`config.mk`:
```
export PLATFORM = sky130hd
export DESIGN_NAME = prbs_word_gen
export DESIGN_NICKNAME = d
export VERILOG_FILES = /design/src/rtl/prbs_pkg.sv /design/src/rtl/prbs_word_step.sv /design/src/rtl/prbs_word_gen.sv
export SDC_FILE = /design/constraint.sdc
export NUM_CORES = 1
export LEC_CHECK = 0
export ABC_AREA = 1
export CORE_ASPECT_RATIO = 0.5
export CORE_UTILIZATION = 45
export CTS_CLUSTER_DIAMETER = 50
export DETAILED_ROUTE_END_ITERATION = 7
export PLACE_DENSITY = 0.79
export SETUP_SLACK_MARGIN = 0.2
export SYNTH_ARGS = -nofsm -noshare
export SYNTH_HDL_FRONTEND = slang
export SYNTH_SLANG_ARGS = --single-unit
```
`constraint.sdc`:
```
create_clock -name clk -period 2.7 [get_ports clk]
set_input_delay 0.27 -clock clk [delete_from_list [all_inputs] [get_ports clk]]
set_output_delay 0.27 -clock clk [all_outputs]
set_load 0.05 [all_outputs]
```
`src/rtl/prbs_pkg.sv`:
```
// -----------------------------------------------------------------------------
// prbs_pkg
// Shared definitions for the PRBS word generator and its companion checker:
// polynomial selector enum, per-polynomial length (N) and lower tap (T),
// the state width, and the single-step LFSR helper functions.
// No ports (package).
// -----------------------------------------------------------------------------
package prbs_pkg;

    localparam int PRBS_STATE_W = 31;

    typedef enum logic [2:0] {
        PRBS7  = 3'd0,
        PRBS9  = 3'd1,
        PRBS15 = 3'd2,
        PRBS23 = 3'd3,
        PRBS31 = 3'd4
    } prbs_mode_e;

    // Polynomial length N and lower tap T for x^N + x^T + 1
    localparam int PRBS7_N  = 7;
    localparam int PRBS7_T  = 6;
    localparam int PRBS9_N  = 9;
    localparam int PRBS9_T  = 5;
    localparam int PRBS15_N = 15;
    localparam int PRBS15_T = 14;
    localparam int PRBS23_N = 23;
    localparam int PRBS23_T = 18;
    localparam int PRBS31_N = 31;
    localparam int PRBS31_T = 28;

    // Raw 3-bit selector to polynomial; reserved codes fall back to PRBS7.
    function automatic prbs_mode_e prbs_mode_decode(input logic [2:0] sel);
        prbs_mode_e m;
        case (sel)
            3'd1:    m = PRBS9;
            3'd2:    m = PRBS15;
            3'd3:    m = PRBS23;
            3'd4:    m = PRBS31;
            default: m = PRBS7;
        endcase
        return m;
    endfunction

    // Mask covering the low N bits of the state for the given polynomial.
    function automatic logic [PRBS_STATE_W-1:0] prbs_mask(input prbs_mode_e m);
        logic [PRBS_STATE_W-1:0] msk;
        case (m)
            PRBS9:   msk = 31'h0000_01FF;
            PRBS15:  msk = 31'h0000_7FFF;
            PRBS23:  msk = 31'h007F_FFFF;
            PRBS31:  msk = 31'h7FFF_FFFF;
            default: msk = 31'h0000_007F;
        endcase
        return msk;
    endfunction

    // Seed masked to N bits; an all-zero result would lock the LFSR, so it
    // is replaced by all-ones of length N.
    function automatic logic [PRBS_STATE_W-1:0] prbs_seed_fix(
        input logic [PRBS_STATE_W-1:0] sd,
        input prbs_mode_e              m
    );
        logic [PRBS_STATE_W-1:0] msk;
        logic [PRBS_STATE_W-1:0] masked;
        msk    = prbs_mask(m);
        masked = sd & msk;
        if (masked == 31'h0000_0000) begin
            masked = msk;
        end else begin
            masked = sd & msk;
        end
        return masked;
    endfunction

    // One LFSR step. The new feedback bit lands in bit 0 of the returned
    // state, so the emitted bit of this step is simply result[0].
    function automatic logic [PRBS_STATE_W-1:0] prbs_step(
        input logic [PRBS_STATE_W-1:0] s,
        input prbs_mode_e              m
    );
        logic fb;
        case (m)
            PRBS9:   fb = s[PRBS9_N-1]  ^ s[PRBS9_T-1];
            PRBS15:  fb = s[PRBS15_N-1] ^ s[PRBS15_T-1];
            PRBS23:  fb = s[PRBS23_N-1] ^ s[PRBS23_T-1];
            PRBS31:  fb = s[PRBS31_N-1] ^ s[PRBS31_T-1];
            default: fb = s[PRBS7_N-1]  ^ s[PRBS7_T-1];
        endcase
        // Bits above N are cleared so s[30:N] stays at zero.
        return {s[PRBS_STATE_W-2:0], fb} & prbs_mask(m);
    endfunction

endpackage : prbs_pkg

```
`src/rtl/prbs_word_step.sv`:
```
// -----------------------------------------------------------------------------
// prbs_word_step
// Combinational W-step unroll of the PRBS LFSR. Shared by the generator and
// the downstream checker so both walk the sequence identically.
// Ports:
//   state_in   [30:0]  current LFSR state
//   mode               active polynomial
//   state_out  [30:0]  state after W steps
//   word_out   [W-1:0] emitted bits, bit 0 = first (oldest) step
// -----------------------------------------------------------------------------
module prbs_word_step
    import prbs_pkg::*;
#(
    parameter int W = 8
) (
    input  logic [PRBS_STATE_W-1:0] state_in,
    input  prbs_mode_e              mode,
    output logic [PRBS_STATE_W-1:0] state_out,
    output logic [W-1:0]            word_out
);

    logic [PRBS_STATE_W-1:0] st_s;
    logic [W-1:0]            word_s;

    // Unroll W single steps; each step's emitted bit is the new state bit 0.
    always_comb begin
        st_s   = state_in;
        word_s = {W{1'b0}};
        for (int i = 0; i < W; i++) begin
            st_s      = prbs_step(st_s, mode);
            word_s[i] = st_s[0];
        end
        state_out = st_s;
        word_out  = word_s;
    end

endmodule : prbs_word_step

```
`src/rtl/prbs_word_gen.sv`:
```
// -----------------------------------------------------------------------------
// prbs_word_gen
// Multi-polynomial PRBS source (PRBS7/9/15/23/31) emitting W bits per clock
// behind a valid/ready handshake, with runtime seed/polynomial load, all-zero
// lock-up recovery and lossless back-pressure.
// Optional build macro PRBS_ERR_INJ_EN adds the err_inj input, which inverts
// bit 0 of a generated word without disturbing the LFSR state.
// Ports:
//   clk, rst_n          clock (rising edge), async active-low reset
//   en                  generation enable
//   load                one-cycle pulse: load seed, latch mode
//   mode      [2:0]     polynomial select (5..7 behave as PRBS7)
//   seed      [30:0]    seed, low N bits used
//   err_inj             (PRBS_ERR_INJ_EN only) flip bit 0 of the next word
//   out_data  [W-1:0]   generated word, bit 0 oldest
//   out_valid           out_data valid
//   out_ready           consumer accepts word
//   word_cnt  [31:0]    accepted-word count, wrapping
// -----------------------------------------------------------------------------
module prbs_word_gen
    import prbs_pkg::*;
#(
    parameter int                      W    = 8,
    parameter logic [PRBS_STATE_W-1:0] SEED = 31'h7FFF_FFFF
) (
    input  logic                    clk,
    input  logic                    rst_n,
    input  logic                    en,
    input  logic                    load,
    input  logic [2:0]              mode,
    input  logic [PRBS_STATE_W-1:0] seed,
`ifdef PRBS_ERR_INJ_EN
    input  logic                    err_inj,
`endif
    output logic [W-1:0]            out_data,
    output logic                    out_valid,
    input  logic                    out_ready,
    output logic [31:0]             word_cnt
);

    logic [PRBS_STATE_W-1:0] state_r;
    prbs_mode_e              mode_r;

    logic [PRBS_STATE_W-1:0] next_state_s;
    logic [W-1:0]            next_word_s;
    logic [W-1:0]            gen_word_s;
    logic                    accept_s;
    logic                    gen_s;

    prbs_word_step #(
        .W (W)
    ) u_step (
        .state_in  (state_r),
        .mode      (mode_r),
        .state_out (next_state_s),
        .word_out  (next_word_s)
    );

    // Handshake: accept when a word is presented and taken; generate only
    // when the output slot is empty or being emptied this cycle.
    assign accept_s = out_valid & out_ready;
    assign gen_s    = en & (~out_valid | out_ready);

`ifdef PRBS_ERR_INJ_EN
    // Error injection touches only the emitted word, never the LFSR state.
    always_comb begin
        gen_word_s    = next_word_s;
        gen_word_s[0] = next_word_s[0] ^ err_inj;
    end
`else
    // Emitted word is the unrolled LFSR output unchanged.
    always_comb begin
        gen_word_s = next_word_s;
    end
`endif

    // Generator state, output register and accepted-word counter.
    always_ff @(posedge clk or negedge rst_n) begin
        if (!rst_n) begin
            state_r   <= prbs_seed_fix(SEED, PRBS7);
            mode_r    <= PRBS7;
            out_data  <= {W{1'b0}};
            out_valid <= 1'b0;
            word_cnt  <= 32'd0;
        end else begin
            // The handshake counts even when a load retires the word.
            if (accept_s) begin
                word_cnt <= word_cnt + 32'd1;
            end else begin
                word_cnt <= word_cnt;
            end

            if (load) begin
                state_r   <= prbs_seed_fix(seed, prbs_mode_decode(mode));
                mode_r    <= prbs_mode_decode(mode);
                out_valid <= 1'b0;
            end else if (gen_s) begin
                state_r   <= next_state_s;
                out_data  <= gen_word_s;
                out_valid <= 1'b1;
            end else if (accept_s) begin
                out_valid <= 1'b0;
            end else begin
                // Either idle or holding a presented word under back-pressure.
                out_valid <= out_valid;
            end
        end
    end

endmodule : prbs_word_gen

```
* Word-level counts from Yosys, hierarchy flattened
Cells that the tools add are included.
Operators by class: add/sub/neg operators 1, equal/unequal tests 12, multiplexer cells 19, bitwise logic cells 54, reductions and logical operators 4
Operators by type and width (count):
- AND 31 bit | 9
- one-hot mux 31 bit (4 select lines) | 2
- 2-to-1 mux 31 bit | 4
- bitwise XOR 1 bit | 40
- adder 32 x 1 -> 32 bit, second input constant | 1
- one-hot mux 1 bit (4 select lines) | 8
- zero test 31 bit | 1
- == test 3 x 2 -> 1 bit, second input constant | 6
- one-hot mux 3 bit (4 select lines) | 1
- == test 3 x 1 -> 1 bit, second input constant | 3
- == test 3 bit, second input constant | 3
- 2-to-1 mux 1 bit | 3
- 2-to-1 mux 3 bit | 1
- nonzero test 3 bit | 1
- AND 1 bit | 2
- inverter 1 bit | 2
- AND reduction 2 bit | 1
- nonzero test 2 bit | 1
- bitwise OR 1 bit | 1
Storage, ports and cells: register bits after elaboration 75, output and inout bits 41, word-level logic and storage cells 95

* Logic depth before layout (Yosys ltp)
word-level depth 26, gate-level depth with buffers 15, mapped depth without buffers 14

* Modules after synthesis
Synthesis repeated with hierarchy kept, for this count alone.
Second synthesis, totals: cell total of the unflattened synthesis 707, area total of the unflattened synthesis 4921.0 µm²
By module, submodules not included:
- prbs_word_gen | times used 1, cells each 487, area an instance 3928.8 µm², sequential area each 1885.6 µm²
- prbs_word_step | times used 1, cells each 220, area an instance 992.2 µm², sequential area each 0.0 µm²

* Worst setup path before layout
Ideal clock, no wire load.
kind register to register, start point register word_cnt[1], end point register word_cnt[28], setup time 82 ps, arrival time 1948 ps, required time 2618 ps, setup slack 670 ps, stages on the path, launching flop included 11, buffers on the path 0, clock period less this slack 2030 ps, path through dfrtp_1 -> ha_1 -> inv_1 -> nor2_2 -> nand2_2 -> nor2_4 -> nand2_1 -> nor2_2 -> nand3_1 -> nor3_1 -> xor2_1
Between the ends: word-level cells in the longest chain between the ends 1
RTL lines:
- start: declaration | line prbs_word_gen.sv:38 | output logic [31:0] word_cnt
- start signal: assignment | line prbs_word_gen.sv:88 | word_cnt <= word_cnt + 32'd1;
- start signal: assignment | line prbs_word_gen.sv:90 | word_cnt <= word_cnt;
- adder 32 x 1 -> 32 bit | line prbs_word_gen.sv:88
Every way passes these cells. A chain may end at the register's enable or synchronous reset.

* Worst setup path after layout
start point register mode_r[0], end point register out_data[6]
Between the ends: word-level cells in the longest chain between the ends 13, elaborated cells between the ends (all ways) 24, those cells by class eq/ne: 4; mux: 4; bitwise: 16
RTL lines:
- start: declaration | line prbs_word_gen.sv:42 | prbs_mode_e mode_r;
- start signal: assignment | line prbs_word_gen.sv:95 | mode_r <= prbs_mode_decode(mode);
- == test 3 bit, or another cell as far along | line prbs_pkg.sv:48, prbs_pkg.sv:83
- one-hot mux 31 bit (4 select lines) | line prbs_pkg.sv:48 | case (m)
- AND 31 bit | line prbs_pkg.sv:91 | return {s[PRBS_STATE_W-2:0], fb} & prbs_mask(m);
- bitwise XOR 1 bit, on equally long branches
- one-hot mux 1 bit (4 select lines) | line prbs_pkg.sv:83 | case (m)
- AND 31 bit (5 in series) | line prbs_pkg.sv:91
- bitwise XOR 1 bit | line prbs_pkg.sv:84 | PRBS9: fb = s[PRBS9_N-1] ^ s[PRBS9_T-1];
- one-hot mux 1 bit (4 select lines) * | line prbs_pkg.sv:83
- AND 31 bit * | line prbs_pkg.sv:91
- end signal: assignment | line prbs_word_gen.sv:82 | out_data <= {W{1'b0}};
- end signal: assignment | line prbs_word_gen.sv:99 | out_data <= gen_word_s;
- end: declaration | line prbs_word_gen.sv:35 | output logic [W-1:0] out_data,
Every way passes the cells marked *; elsewhere a longest branch is shown, timed or not.

==> reports/qor.csv <==
metric;value;unit
cts.htree.levels;3;
viasPerCell;5.20;
critical-path-top-delay-family;simple AND/OR/NAND/NOR gates;
wl_per_cell;13.9;um
period_minus_slack;2.06;ns
yosysWarnings;0;
synth-seq-cells;75;
numPortBuffers;79;
finalSetupTns;0;ns
cp_slowest_cell;dfrtp_1;
hold_class;input port to asynchronous set/reset pin;
synth_area;4640;um^2
cts-root-buf;clkbuf_16;
ys_types;38;
drc;0;
rsz0062_at_grt;no;
antenna_found_initial;0;
worst_clock_skew;0.00409;ns
dp_hpwl;9050;um
first_pass_iters;6;
start_util;47.7;%
path_clk_slew;0.06;ns
period_share;76.3;%
endpoint_kind;flop;
critPathMaxFanout;9;
synthFlopType;dfrtp_1;
post_cts_buffers;0;
setup_viol;0;
totalWireLength;11900;um
num_antenna_cells;0;
path_class;flop to flop;
syn_inst;641;
seq_area_frac_synth;40.6;%
worstMarginPinSlew;0.790;ns
grt_pass1_wl;20000;um
cts_made_buffers;9;
cts_tree;built;
slew_headroom;47.3;%
async_flop_share;100;%
drv_slew;0;
power.density;608;nW/um^2
cts.sinks;75;
grtUsageTotal;23.9;%
gp_congestion;1.01;
pin_count;80;
vias;4459;
cpMostUsedCell;nand2_1;
fp.dieW;146;um
drt_iter0_drc;384;
cpPeakStageDelay;0.51;ns
syn_to_final_growth;26.4;%
cts_buffer_depth;2;
synth_fp_nets;681;
max_cap_violations;0;
die_area;10700;um^2
outcome;completed;
die_h;73.8;um
cp.required;2.93;ns
cp-start-kind;flop;
grt_max_degree;43;
synth.avg_cell_area;7.24;um^2
final_antenna_net_count;0;
clock_latency;0.34;ns
cts_hold_buf;0;
post-place-ws;0.366;ns
setup_ws;0.639;ns
final_nets;758;
timing.critical_path.buf_inv;0;
layout-drive-gt1-share;7.88;%
coreArea;9730;um^2
synth-edff-count;0;
cp.arrival;2.29;ns
peakVddDrop;371;uV
grt-ovfl-total;0;
final_hold_viol_count;0;
p_leak;0.00288;uW
cp_cell_sequence;nor2_1 > nand2_1 > nand2_1 > nor2_2 > nand2_1 > nand2_1 > nand2_1 > nand3_1 > nand3_1 > nand2_1 > nand2_1;
max_freq;485;MHz
cts_resized;0;
rows;25;
grt_pass1_vias;4119;
routing by layer:
metal / routed length, um / vias to the layer above / GRT usage [%]
met2: 5140 / 195 / 37.8
met5: 0 / - / 0
met3: 959 / 23 / 5.22
li1: - / 2209 / -
met4: 178 / 0 / 7.13
met1: 5610 / 2032 / 33.2
cell type report:
cell class | count | area [um^2]
clock inverters | 6 | 63.8
fillers | 854 | 3860
inverters | 77 | 289
clock buffers | 10 | 239
well taps | 135 | 169
flip-flops and latches | 75 | 1890
repair buffers | 87 | 858
multi-input cells | 468 | 2360
logic make-up (layout without fill, tap and decap cells):
| family | Yosys count | after routing | synth area share, % |
|---|---|---|---|
| AO/OA/AOI/OAI | 88 | 88 | 11.8 |
| XOR/XNOR | 46 | 46 | 8.68 |
| adder cells (fa/ha/maj) | 1 | 1 | 0.270 |
| buffers and inverters | 98 | 180 | 8.52 |
| flip-flops | 75 | 75 | 40.6 |
| AND/OR/NAND/NOR | 333 | 333 | 30.1 |
cell usage in the layout (no fill, tap or decap), types with 2 or more instances in the layout:
cell type | Yosys | final
o21ai_1 | 18 | 18
nor2_1 | 56 | 56
clkdlybuf4s50_1 | 0 | 78
nand2_1 | 214 | 214
inv_2 | 5 | 5
a32oi_1 | 17 | 17
xnor2_1 | 17 | 17
o21ai_0 | 20 | 20
nand3_2 | 2 | 2
nor2_4 | 2 | 2
nor4_1 | 3 | 3
xor2_1 | 29 | 29
o22ai_1 | 5 | 5
a21oi_1 | 16 | 16
clkinv_2 | 0 | 2
nand3_1 | 31 | 31
a21oi_2 | 2 | 2
nor3_1 | 5 | 5
inv_1 | 71 | 71
nand4_1 | 7 | 7
nor2_2 | 5 | 5
buf_4 | 0 | 7
o21ai_2 | 3 | 3
o21bai_1 | 2 | 2
dfrtp_1 | 68 | 68
clkbuf_16 | 0 | 9
nand2_2 | 4 | 4
dfstp_2 | 7 | 7
clkinvlp_4 | 0 | 2
report_power, final:
group / total, uW / internal [uW] / leakage [uW] / switching, uW
clock network: 1210 / 740 / 0.000145 / 469
registers: 1400 / 1250 / 0.000976 / 148
logic: 958 / 340 / 0.00176 / 618
metrics by stage:
stage | total power, uW | cell area [um^2] | utilization [%] | hold slack, ns | instances
finish | 3560 | 5860 | 60.3 | 0.00317 | 858
detailed placement | 2360 | 5560 | 57.2 | 0.388 | 842
global placement | 2340 | 5560 | 57.2 | 0.383 | 842
floorplan | 2010 | 4640 | - | -0.0256 | 641
global route | 3750 | 5860 | 60.3 | 0.0521 | 858
CTS | 3580 | 5860 | 60.3 | 0.0227 | 858
path summary, 6_finish.rpt:
| kind | slack, ns | to | startpoint | cells after the start |
|---|---|---|---|---|
| max | 0.64 | out_data[6] | mode_r[0] | 11 |
| max in group asynchronous | 1.95 | state_r[6] | rst_n | 2 |
| min | 0.003 | word_cnt[5] | rst_n | 1 |
| min reg2reg | 0.48 | out_data[5] | out_data[5] | 2 |
| min in group clk | 0.48 | out_data[5] | out_data[5] | 2 |
| max reg2reg | 0.64 | out_data[6] | mode_r[0] | 11 |
synthesized netlist by cell type, drive strengths merged, types with 2 or more instances:
cell      n  area, um^2
nand2   218         828
inv      76         285
dfrtp    68        1700
nor2     63         264
o21ai    41         216
nand3    33         175
xor2     29         254
a21oi    18        97.6
a32oi    17         149
xnor2    17         149
clkbuf   14        52.6
buf       7        53.8
dfstp     7         184
nand4     7        43.8
nor3      7        51.3
o22ai     5        31.3
nor4      3        18.8
o21bai    2        15.0
state kept, by name, summed over array words and instances, names as in the netlist:
signal and count:
mode_r 3, out_data 8, out_valid 1, state_r 31
word_cnt 32
(Power assumes the default switching activity.)
